==> src/rtl/dcnn_dma_pkg.sv <==
// Shared types and constants for the DMA arbiter slice.
//   dma_state_e      : arbiter sequencer states
//   DMA_ADDR_W/DATA_W: default DMA address / word widths
//   RW_READ/RW_WRITE : direction encoding on rw_i and dma_rw_o
package dcnn_dma_pkg;

    typedef enum logic [1:0] {
        ST_IDLE  = 2'd0,
        ST_ISSUE = 2'd1,
        ST_WAIT  = 2'd2,
        ST_DONE  = 2'd3
    } dma_state_e;

    localparam int DMA_ADDR_W = 16;
    localparam int DMA_DATA_W = 16;

    localparam logic RW_READ  = 1'b1;
    localparam logic RW_WRITE = 1'b0;

endpackage

==> src/rtl/rr_picker.sv <==
// Round-robin picker: selects the first active request at or after the
// pointer, wrapping around.
//   req_i   : request vector
//   ptr_i   : round-robin start index
//   pick_o  : one-hot selected requester (zero when no request)
//   valid_o : any request active
module rr_picker #(
    parameter int NREQ  = 3,
    parameter int PTR_W = 2
) (
    input  logic [NREQ-1:0]  req_i,
    input  logic [PTR_W-1:0] ptr_i,
    output logic [NREQ-1:0]  pick_o,
    output logic             valid_o
);

    logic             found;
    logic [PTR_W:0]   sum;
    logic [PTR_W-1:0] idx;

    always_comb begin
        pick_o = '0;
        found  = 1'b0;
        sum    = '0;
        idx    = '0;
        for (int k = 0; k < NREQ; k++) begin
            // ptr + k never exceeds 2*NREQ-2, so one subtraction wraps it
            sum = {1'b0, ptr_i} + (PTR_W+1)'(k);
            if (sum >= (PTR_W+1)'(NREQ)) begin
                sum = sum - (PTR_W+1)'(NREQ);
            end
            idx = sum[PTR_W-1:0];
            if (!found && req_i[idx]) begin
                pick_o[idx] = 1'b1;
                found       = 1'b1;
            end
        end
    end

    assign valid_o = |req_i;

endmodule

==> src/rtl/dma_arbiter.sv <==
// Round-robin arbiter/sequencer sharing one DMA memory port between NREQ
// requesters. One DMA access per grant; locked requesters may chain
// accesses without returning to IDLE.
//   clk, reset         : clock, synchronous active-high reset
//   req_i/lock_i/rw_i  : per-requester request, burst lock, direction
//   addr_i/wdata_i     : packed per-requester address / write word
//   gnt_o/done_o       : one-hot grant, one-hot completion pulse
//   rdata_o            : last read result, held
//   busy_o             : sequencer not idle
//   dma_*_o/dma_rdata_i: DMA port
//
// state    | meaning
// ---------+-----------------------------------------------
// ST_IDLE  | no access in flight, arbitrate
// ST_ISSUE | one cycle, dma_en high
// ST_WAIT  | DMA_LAT-1 cycles of latency (skipped if DMA_LAT=1)
// ST_DONE  | one cycle, done pulse to granted requester
module dma_arbiter
    import dcnn_dma_pkg::*;
#(
    parameter int NREQ    = 3,
    parameter int ADDR_W  = DMA_ADDR_W,
    parameter int DATA_W  = DMA_DATA_W,
    parameter int WORDS   = 25,
    parameter int DMA_LAT = 2
) (
    input  logic                      clk,
    input  logic                      reset,
    input  logic [NREQ-1:0]           req_i,
    input  logic [NREQ-1:0]           lock_i,
    input  logic [NREQ-1:0]           rw_i,
    input  logic [NREQ*ADDR_W-1:0]    addr_i,
    input  logic [NREQ*DATA_W-1:0]    wdata_i,
    output logic [NREQ-1:0]           gnt_o,
    output logic [NREQ-1:0]           done_o,
    output logic [WORDS*DATA_W-1:0]   rdata_o,
    output logic                      busy_o,
    output logic                      dma_en_o,
    output logic                      dma_rw_o,
    output logic [ADDR_W-1:0]         dma_addr_o,
    output logic [DATA_W-1:0]         dma_wdata_o,
    input  logic [WORDS*DATA_W-1:0]   dma_rdata_i
);

    localparam int PTR_W = (NREQ > 1) ? $clog2(NREQ) : 1;
    localparam int CNT_W = (DMA_LAT > 2) ? $clog2(DMA_LAT - 1) : 1;
    localparam logic [CNT_W-1:0] CNT_INIT = CNT_W'((DMA_LAT > 1) ? DMA_LAT - 2 : 0);

    dma_state_e                state_q, state_d;
    logic [NREQ-1:0]           gnt_q, gnt_d;
    logic [PTR_W-1:0]          ptr_q, ptr_d;
    logic [CNT_W-1:0]          cnt_q, cnt_d;
    logic                      dma_rw_q;
    logic [ADDR_W-1:0]         dma_addr_q;
    logic [DATA_W-1:0]         dma_wdata_q;
    logic [WORDS*DATA_W-1:0]   rdata_q;

    logic [NREQ-1:0]           pick;
    logic                      pick_valid;
    logic [PTR_W-1:0]          gnt_idx, ptr_next;
    logic                      load;
    logic                      capture;
    logic                      sel_rw;
    logic [ADDR_W-1:0]         sel_addr;
    logic [DATA_W-1:0]         sel_wdata;

    rr_picker #(
        .NREQ  (NREQ),
        .PTR_W (PTR_W)
    ) u_picker (
        .req_i   (req_i),
        .ptr_i   (ptr_q),
        .pick_o  (pick),
        .valid_o (pick_valid)
    );

    always_comb begin
        gnt_idx = '0;
        for (int i = 0; i < NREQ; i++) begin
            if (gnt_q[i]) gnt_idx = PTR_W'(i);
        end
    end

    assign ptr_next = (gnt_idx == PTR_W'(NREQ - 1)) ? '0 : gnt_idx + PTR_W'(1);

    // Request fields of the requester that will own the ISSUE cycle
    always_comb begin
        sel_rw    = RW_WRITE;
        sel_addr  = '0;
        sel_wdata = '0;
        for (int i = 0; i < NREQ; i++) begin
            if (gnt_d[i]) begin
                sel_rw    = rw_i[i];
                sel_addr  = addr_i[i*ADDR_W +: ADDR_W];
                sel_wdata = wdata_i[i*DATA_W +: DATA_W];
            end
        end
    end

    always_comb begin
        state_d = state_q;
        gnt_d   = gnt_q;
        ptr_d   = ptr_q;
        cnt_d   = cnt_q;
        load    = 1'b0;
        case (state_q)
            ST_IDLE: begin
                if (pick_valid) begin
                    state_d = ST_ISSUE;
                    gnt_d   = pick;
                    load    = 1'b1;
                end
            end
            ST_ISSUE: begin
                cnt_d   = CNT_INIT;
                state_d = (DMA_LAT == 1) ? ST_DONE : ST_WAIT;
            end
            ST_WAIT: begin
                if (cnt_q == '0) begin
                    state_d = ST_DONE;
                end else begin
                    cnt_d = cnt_q - CNT_W'(1);
                end
            end
            ST_DONE: begin
                // Burst: the same requester keeps the port, pointer untouched
                if (|(gnt_q & req_i & lock_i)) begin
                    state_d = ST_ISSUE;
                    load    = 1'b1;
                end else begin
                    state_d = ST_IDLE;
                    gnt_d   = '0;
                    ptr_d   = ptr_next;
                end
            end
            default: state_d = ST_IDLE;
        endcase
    end

    // Read data is sampled at the end of the last latency cycle
    assign capture = (dma_rw_q == RW_READ) &&
                     ((DMA_LAT == 1) ? (state_q == ST_ISSUE)
                                     : (state_q == ST_WAIT && cnt_q == '0));

    always_ff @(posedge clk) begin
        if (reset) begin
            state_q     <= ST_IDLE;
            gnt_q       <= '0;
            ptr_q       <= '0;
            cnt_q       <= '0;
            dma_rw_q    <= 1'b0;
            dma_addr_q  <= '0;
            dma_wdata_q <= '0;
            rdata_q     <= '0;
        end else begin
            state_q <= state_d;
            gnt_q   <= gnt_d;
            ptr_q   <= ptr_d;
            cnt_q   <= cnt_d;
            if (load) begin
                dma_rw_q    <= sel_rw;
                dma_addr_q  <= sel_addr;
                dma_wdata_q <= sel_wdata;
            end
            if (capture) begin
                rdata_q <= dma_rdata_i;
            end
        end
    end

    assign gnt_o       = gnt_q;
    assign done_o      = (state_q == ST_DONE) ? gnt_q : '0;
    assign busy_o      = (state_q != ST_IDLE);
    assign dma_en_o    = (state_q == ST_ISSUE);
    assign dma_rw_o    = dma_rw_q;
    assign dma_addr_o  = dma_addr_q;
    assign dma_wdata_o = dma_wdata_q;
    assign rdata_o     = rdata_q;

endmodule

==> config.mk <==
export PLATFORM = sky130hd
export DESIGN_NAME = dma_arbiter
export DESIGN_NICKNAME = d
export VERILOG_FILES = /design/src/rtl/dcnn_dma_pkg.sv /design/src/rtl/rr_picker.sv /design/src/rtl/dma_arbiter.sv
export SDC_FILE = /design/constraint.sdc
export NUM_CORES = 1
export LEC_CHECK = 0
export CAP_MARGIN = 25
export CELL_PAD_IN_SITES_DETAIL_PLACEMENT = 1
export CELL_PAD_IN_SITES_GLOBAL_PLACEMENT = 1
export CORE_AREA = 2 2 367 369
export DETAILED_ROUTE_END_ITERATION = 8
export DIE_AREA = 0 0 369 371
export DONT_BUFFER_PORTS = 1
export GPL_TIMING_DRIVEN = 0
export PLACE_DENSITY_LB_ADDON = 0.1
export SYNTH_ARGS = -nofsm -noshare
export SYNTH_HDL_FRONTEND = slang
export SYNTH_SLANG_ARGS = --single-unit
==> constraint.sdc <==
create_clock -name clk -period 3.5 [get_ports clk]
set_clock_uncertainty 0.15 [all_clocks]
set_input_delay 0.525 -clock clk [delete_from_list [all_inputs] [get_ports clk]]
set_output_delay 0.525 -clock clk [all_outputs]
set_load 0.05 [all_outputs]
Word-level counts from Yosys, hierarchy flattened. Cells that the tools add are included.

Output and inout bits: 441. Word-level logic and storage cells: 97. Input port bits: 507. Register bits: 441.

Equality and inequality tests: 6. $add $sub $neg: 7. Bitwise logic cells: 6. Muxes and demuxes: 45. Order comparisons: 9. Reduce and logical (&&, ||, !) cells: 16.

Operators by type and width (count): $mux 16 (6); $mux 3 (6); $mux 1 (16); $mux 2 (7); $lt 2x3->1 const B (3); $pmux 2 s4 (1); $logic_and 1x1->1 (7); $and 3x3->3 (2); $bmux 1 s2 (3); $demux 1 s2 (3); $eq 2x2->1 const B (3); $ge 2x1->1 const B (3); $ge 3x2->1 const B (2); $or 3x3->3 (2); $pmux 3 s2 (1); $reduce_or 3->1 (2); $sub 2x2->2 const B (3); $ne 2x2->1 const B (2); $pmux 1 s2 (2); $reduce_and 2->1 (2); $reduce_bool 2->1 (2); $add 2x1->3 const B (1); $add 2x2->3 const B (1); $add 2x1->2 const B (1); other kinds (6) (8).

Logic depth before layout (Yosys ltp).
Depth in word-level cells: 16. Gate-level depth with buffers: 12. Gate-level depth less buffers: 9.

Hierarchy. A second synthesis with hierarchy kept.

Cells, all modules: 2104. Area total of the unflattened synthesis: 16374.5 µm².

By module, submodules not included: dma_arbiter (sequential area each 8808.4 µm², times used 1, area an instance 16095.4 µm², cells each 2067); rr_picker (sequential area each 0.0 µm², times used 1, area an instance 279.0 µm², cells each 37).

Worst setup path before layout. No wires, ideal clock.

Path type: register to register. Start: register state_q[1]. End: register dma_addr_q[10], in the netlist dma_addr_o[10]. Setup time: 0.122 ns. Clock period less this slack: 2.657 ns. Data arrival time: 2.385 ns. Path slack: 0.843 ns. Path buffers: 3. Required time: 3.228 ns. Cell stages (with the launch flop): 12. Path through: dfxtp_1 > inv_1 > ha_1 > inv_1 > or3_4 > o21a_1 > buf_2 > buf_2 > buf_2 > nor2_1 > nor4_1 > a311o_1.

Word-level cells in the longest chain between the ends: 5. Elaborated cells between the ends (all ways): 7. Those cells by class: eq/ne: 1; mux: 5; reduce/logical: 1.

RTL lines: from (decl) (RTL line dma_arbiter.sv:49) `dma_state_e state_q, state_d;`; from (signal assigned) (RTL line dma_arbiter.sv:156) `state_q <= state_d;`; $eq 2x2->1 / $logic_not 2->1 (equally long branches) (RTL line dma_arbiter.sv:106) `case (state_q)`; $pmux 3 s2 (RTL line dma_arbiter.sv:106); $mux 16 (3 in a row) (RTL line dma_arbiter.sv:92) `if (gnt_d[i]) begin`; to (signal assigned) (RTL line dma_arbiter.sv:162) `dma_addr_q <= sel_addr;`; to (decl) (RTL line dma_arbiter.sv:54) `logic [ADDR_W-1:0] dma_addr_q;`.

Several ways; a longest one is shown, not always the timed one. A chain may end at the register's enable or synchronous reset.

Worst setup path after layout.
Start: register state_q[0]. End: register dma_wdata_q[4], in the netlist dma_wdata_o[4].

Word-level cells in the longest chain between the ends: 5. Elaborated cells between the ends (all ways): 7. Those cells by class: eq/ne: 1; mux: 5; reduce/logical: 1.

RTL lines: $eq 2x2->1 / $logic_not 2->1 (equally long branches) (RTL line dma_arbiter.sv:106); $pmux 3 s2 (RTL line dma_arbiter.sv:106); $mux 16 (3 in a row) (RTL line dma_arbiter.sv:92); to (signal assigned) (RTL line dma_arbiter.sv:163) `dma_wdata_q <= sel_wdata;`; to (decl) (RTL line dma_arbiter.sv:55) `logic [DATA_W-1:0] dma_wdata_q;`.

Several ways; a longest one is shown, not always the timed one.

==> results <==
layout make-up:
type / count / area [µm²] / area share
Antenna cell: 3 / 7.507 / 0.0002967
Buffer: 161 / 685.7 / 0.02710
Clock buffer: 87 / 1719 / 0.06794
Clock inverter: 19 / 206.4 / 0.008158
Inverter: 10 / 41.29 / 0.001632
Multi-Input combinational cell: 1482 / 6854 / 0.2709
Sequential cell: 440 / 8810 / 0.3481
Tap cell: 1768 / 2212 / 0.08742
Timing Repair Buffer: 474 / 4770 / 0.1885
flip-flops by register name, indices dropped and copies added (netlist names):
name         cells
gnt_o            3
ptr_q            2
dma_rw_o         1
rdata_o        400
state_q          2
dma_addr_o      16
dma_wdata_o     16
kinds of logic (layout without fill, tap and decap cells):
kind of cell | Yosys count | after routing | share of synthesized area
AOI/OAI and AO/OA | 459 | 459 | 0.1532
adders and majority gates | 8 | 8 | 0.006107
buffers and inverters | 174 | 751 | 0.04466
and+or+nand+nor | 1010 | 1010 | 0.2554
other | 0 | 3 | 0
DFF | 440 | 440 | 0.5374
muxes | 5 | 5 | 0.003206
power by group through the flow:
stage | clock network (W) | logic [W] | registers, W
floorplan | 0 | 0.00217 | 0.00693
global placement | 0 | 0.00309 | 0.00719
detailed placement | 0 | 0.00319 | 0.00720
CTS | 0.00641 | 0.00369 | 0.00709
global route | 0.00661 | 0.00407 | 0.00712
finish | 0.00611 | 0.00361 | 0.00707
routing by layer:
| metal | vias to the layer above | GRT usage |
|---|---|---|
| li1 | 7969 | - |
| met1 | 8091 | 0.1344 |
| met2 | 614 | 0.2412 |
| met3 | 133 | 0.04754 |
| met4 | 4 | 0.04317 |
| met5 | - | 0 |
what timing repair did:
item | CTS | global route
pin swaps | 1 | 2
resized for setup | 3 | 7
hold endpoints to repair | 433 | 0
hold buffers | 466 | 0
setup buffers | 0 | 2
endpoints found under the setup margin | 67 | 36
metrics by stage:
stage / setup TNS [ns] / utilization / power (W) / hold WS, ns
3_5_place_dp: -30.93 / 0.1407 / 0.01039 / 0.3532
5_1_grt: 0 / 0.1906 / 0.01780 / 0.09264
4_1_cts: 0 / 0.1903 / 0.01720 / 0.03296
2_1_floorplan: 0 / - / 0.009107 / 0.3148
6_report: 0 / 0.1906 / 0.01678 / 0.1109
3_3_place_gp: -91.40 / 0.1401 / 0.01028 / 0.3392
how the worst max path moves through the flow:
| stage | depth (start not counted) | slack [ns] | to |
|---|---|---|---|
| 6_report | 9 | 0.20 | dma_wdata_o[4] |
| 4_1_cts | 10 | 0.02 | dma_rw_o |
| 3_3_place_gp | 6 | -0.64 | rdata_o[389] |
| 5_1_grt | 9 | 0.01 | dma_wdata_o[4] |
| 3_5_place_dp | 7 | -0.46 | rdata_o[389] |
| 2_1_floorplan | 11 | 0.84 | dma_addr_o[10] |
tightest hold or removal path: cells and delay by family:
| kind | cells | cell delay (ns) |
|---|---|---|
| AND/OR/NAND/NOR | 2 | 0.19 |
| AO/OA/AOI/OAI | 1 | 0.15 |
layout by cell type (no fill, tap or decap), types with 2 or more instances in the layout:
cell / count
sky130_fd_sc_hd__nand4_1: 4
sky130_fd_sc_hd__diode_2: 3
sky130_fd_sc_hd__nand3_1: 3
sky130_fd_sc_hd__dfxtp_1: 439
sky130_fd_sc_hd__and3_1: 34
sky130_fd_sc_hd__clkinv_2: 12
sky130_fd_sc_hd__a21oi_1: 407
sky130_fd_sc_hd__ha_1: 7
sky130_fd_sc_hd__bufinv_16: 4
sky130_fd_sc_hd__o21ai_0: 5
sky130_fd_sc_hd__mux2_2: 2
sky130_fd_sc_hd__buf_1: 8
sky130_fd_sc_hd__buf_2: 11
sky130_fd_sc_hd__buf_8: 9
sky130_fd_sc_hd__inv_1: 9
sky130_fd_sc_hd__and2_1: 3
sky130_fd_sc_hd__nand2b_1: 35
sky130_fd_sc_hd__inv_6: 2
sky130_fd_sc_hd__buf_6: 2
sky130_fd_sc_hd__clkbuf_16: 57
sky130_fd_sc_hd__a32oi_1: 2
sky130_fd_sc_hd__or3_1: 2
sky130_fd_sc_hd__mux2i_1: 3
sky130_fd_sc_hd__nand2_1: 808
sky130_fd_sc_hd__clkbuf_8: 18
sky130_fd_sc_hd__nor2b_1: 4
sky130_fd_sc_hd__clkbuf_1: 142
sky130_fd_sc_hd__buf_4: 6
sky130_fd_sc_hd__a311o_1: 33
sky130_fd_sc_hd__nor4_1: 33
sky130_fd_sc_hd__clkbuf_2: 3
sky130_fd_sc_hd__nor2_1: 69
sky130_fd_sc_hd__dlygate4sd3_1: 466
==> impl_metrics.tcl <==
set metrics [dict create \
    outcome "completed" \
    die_height_um 371 \
    place_worst_setup_slack_ns -0.4623 \
    nNetsFinal 3141 \
    cp_top_family "simple AND/OR/NAND/NOR gates" \
    synth-edff-count 0 \
    detail_route.iter0.violations 551 \
    clock.fmax_mhz 303.4 \
    grt_pass1_wl_mm 131.5 \
    routed_wire_length_per_instance_um 21.03 \
    drt.antenna.violating_nets 0 \
    postSynthNetCount 2611 \
    ys_async_sr_fraction 0 \
    postSynthAreaPerCell_um2 7.820 \
    ctsRootBufferMaster "sky130_fd_sc_hd__clkbuf_16" \
    net_switching_power_w 0.006347 \
    h-tree-depth 2 \
    post_layout_nonfiller_instances 4444 \
    path_max_fanout 10 \
    crit_buf_inv 1 \
    peakVddDrop_mv 0.3321 \
    internal_power_contribution_w 0.01043 \
    holdCritStartpoint "addr_i[47]" \
    chipWidth_um 369 \
    grt_overflow_total 0 \
    synth.distinct_cells 51 \
    p_leak_nw 8.392 \
    worstPathCellList "ha_1, nand2_1, o221ai_1, or3_1, and2_2, nor3_4, buf_2, nor4_1, a311o_1" \
    dr_wl_met2_mm 48.67 \
    route.layer.met1.wl_mm 33.70 \
    clk_transition_reported_paths_ns 0.06 \
    post-synth-top-area-cell "sky130_fd_sc_hd__dfxtp_1" \
    netSwitchingFraction 0.3782 \
    min-delay-path-class "in -> reg" \
    startpoint_type "flip-flop" \
    area_growth_pct 54.39 \
    cp.arrival_ns 3.66 \
    clk_latency_ns 0.63 \
    dieArea_um2 136900 \
    routed.top_layer "met5" \
    quantity_of_i_o_buffers_inserted_on_ports 0 \
    p_comb_frac 0.215 \
    finalWorstSetupSlack_ns 0.2041 \
    hold_path_end "dma_addr_o[15]" \
    ys_dominant_reg_cell "sky130_fd_sc_hd__dfxtp_1" \
    worstReg2RegEnd "dma_wdata_o[4]" \
    grt_pass1_vias 18553 \
    holdPathStages 3 \
    synth.top_cell.area_share 0.5374 \
    detail_route.drc_violations 0 \
    worst_ep_required_time_ns 3.86 \
    unrepaired_setup_endpoints_after_global_routing "false" \
    via_per_inst 3.783 \
    clock_power_share 0.364 \
    detailedRoute.firstPassIterationCount 4 \
    tritoncts.num_buffers 57 \
    max-clock-path-buffers 3 \
    tritoncts_clock_tree "built" \
    worstMarginPinSlew_ns 0.9218 \
    critical_path_class "reg -> reg" \
    power.sequential.fraction 0.421 \
    fin_area_um2 25310 \
    critPathCaptureType "flip-flop" \
    maxSlewHeadroom 0.3846 \
    rows 134 \
    gr_usage_total 0.1301 \
    synthesis.instances 2096 \
    final.min_clock_period_ns 3.296 \
    power.density_cell_area_nw_per_um2 663.1 \
    sequential_element_share_of_the_synthesized_area 0.5374 \
    worst-r2r-setup-slack_ns 0.20 \
    ys.warnings.count 0 \
    crit_start "state_q[0]" \
    numClockSinks 440 \
    core-area_um2 132800 \
    routed-via-count 16811 \
    timing.final.hold_violations 0 \
    setup_viol_count_final 0 \
    layout-drive-gt1-share 0.05387 \
    timing_max_transition_violations_final 0 \
    grt_max_degree 15 \
    synthMostInstantiatedCell "sky130_fd_sc_hd__nand2_1" \
    post_dp_cell_area_um2 18680 \
    grt_antenna_before_repair 6 \
    timing.max_cap.violations 0 \
    place.detailed.instances 3869 \
    boundaryPins 948 \
    yosys-top-cells-count "808 x sky130_fd_sc_hd__nand2_1, 440 x sky130_fd_sc_hd__dfxtp_1, 407 x sky130_fd_sc_hd__a21oi_1, 135 x sky130_fd_sc_hd__clkbuf_1, 69 x sky130_fd_sc_hd__nor2_1" \
    synth_cell_area_um2 16390 \
    synth_area_leaders "sky130_fd_sc_hd__dfxtp_1 54%, sky130_fd_sc_hd__nand2_1 19%, sky130_fd_sc_hd__a21oi_1 12%" \
    drt-total-wl_mm 93.44 \
    gp_congestion 0.8092 \
    post-dp-hpwl_mm 74.46 \
    initial_utilization 0.1234 \
    wl_met3_mm 8.127 \
    n_fill_cell 15755 \
    cp_slowest_stage_delay_ns 0.40 \
    critPathSlowestCell "sky130_fd_sc_hd__or3_1" \
    timing.final.crit_share 0.9417 \
    worstRegToRegCells 9 \
    ys_ff_latch 440 \
    reg2reg_from "state_q[0]" \
]
Note: power is estimated with default switching activity, not from simulation.
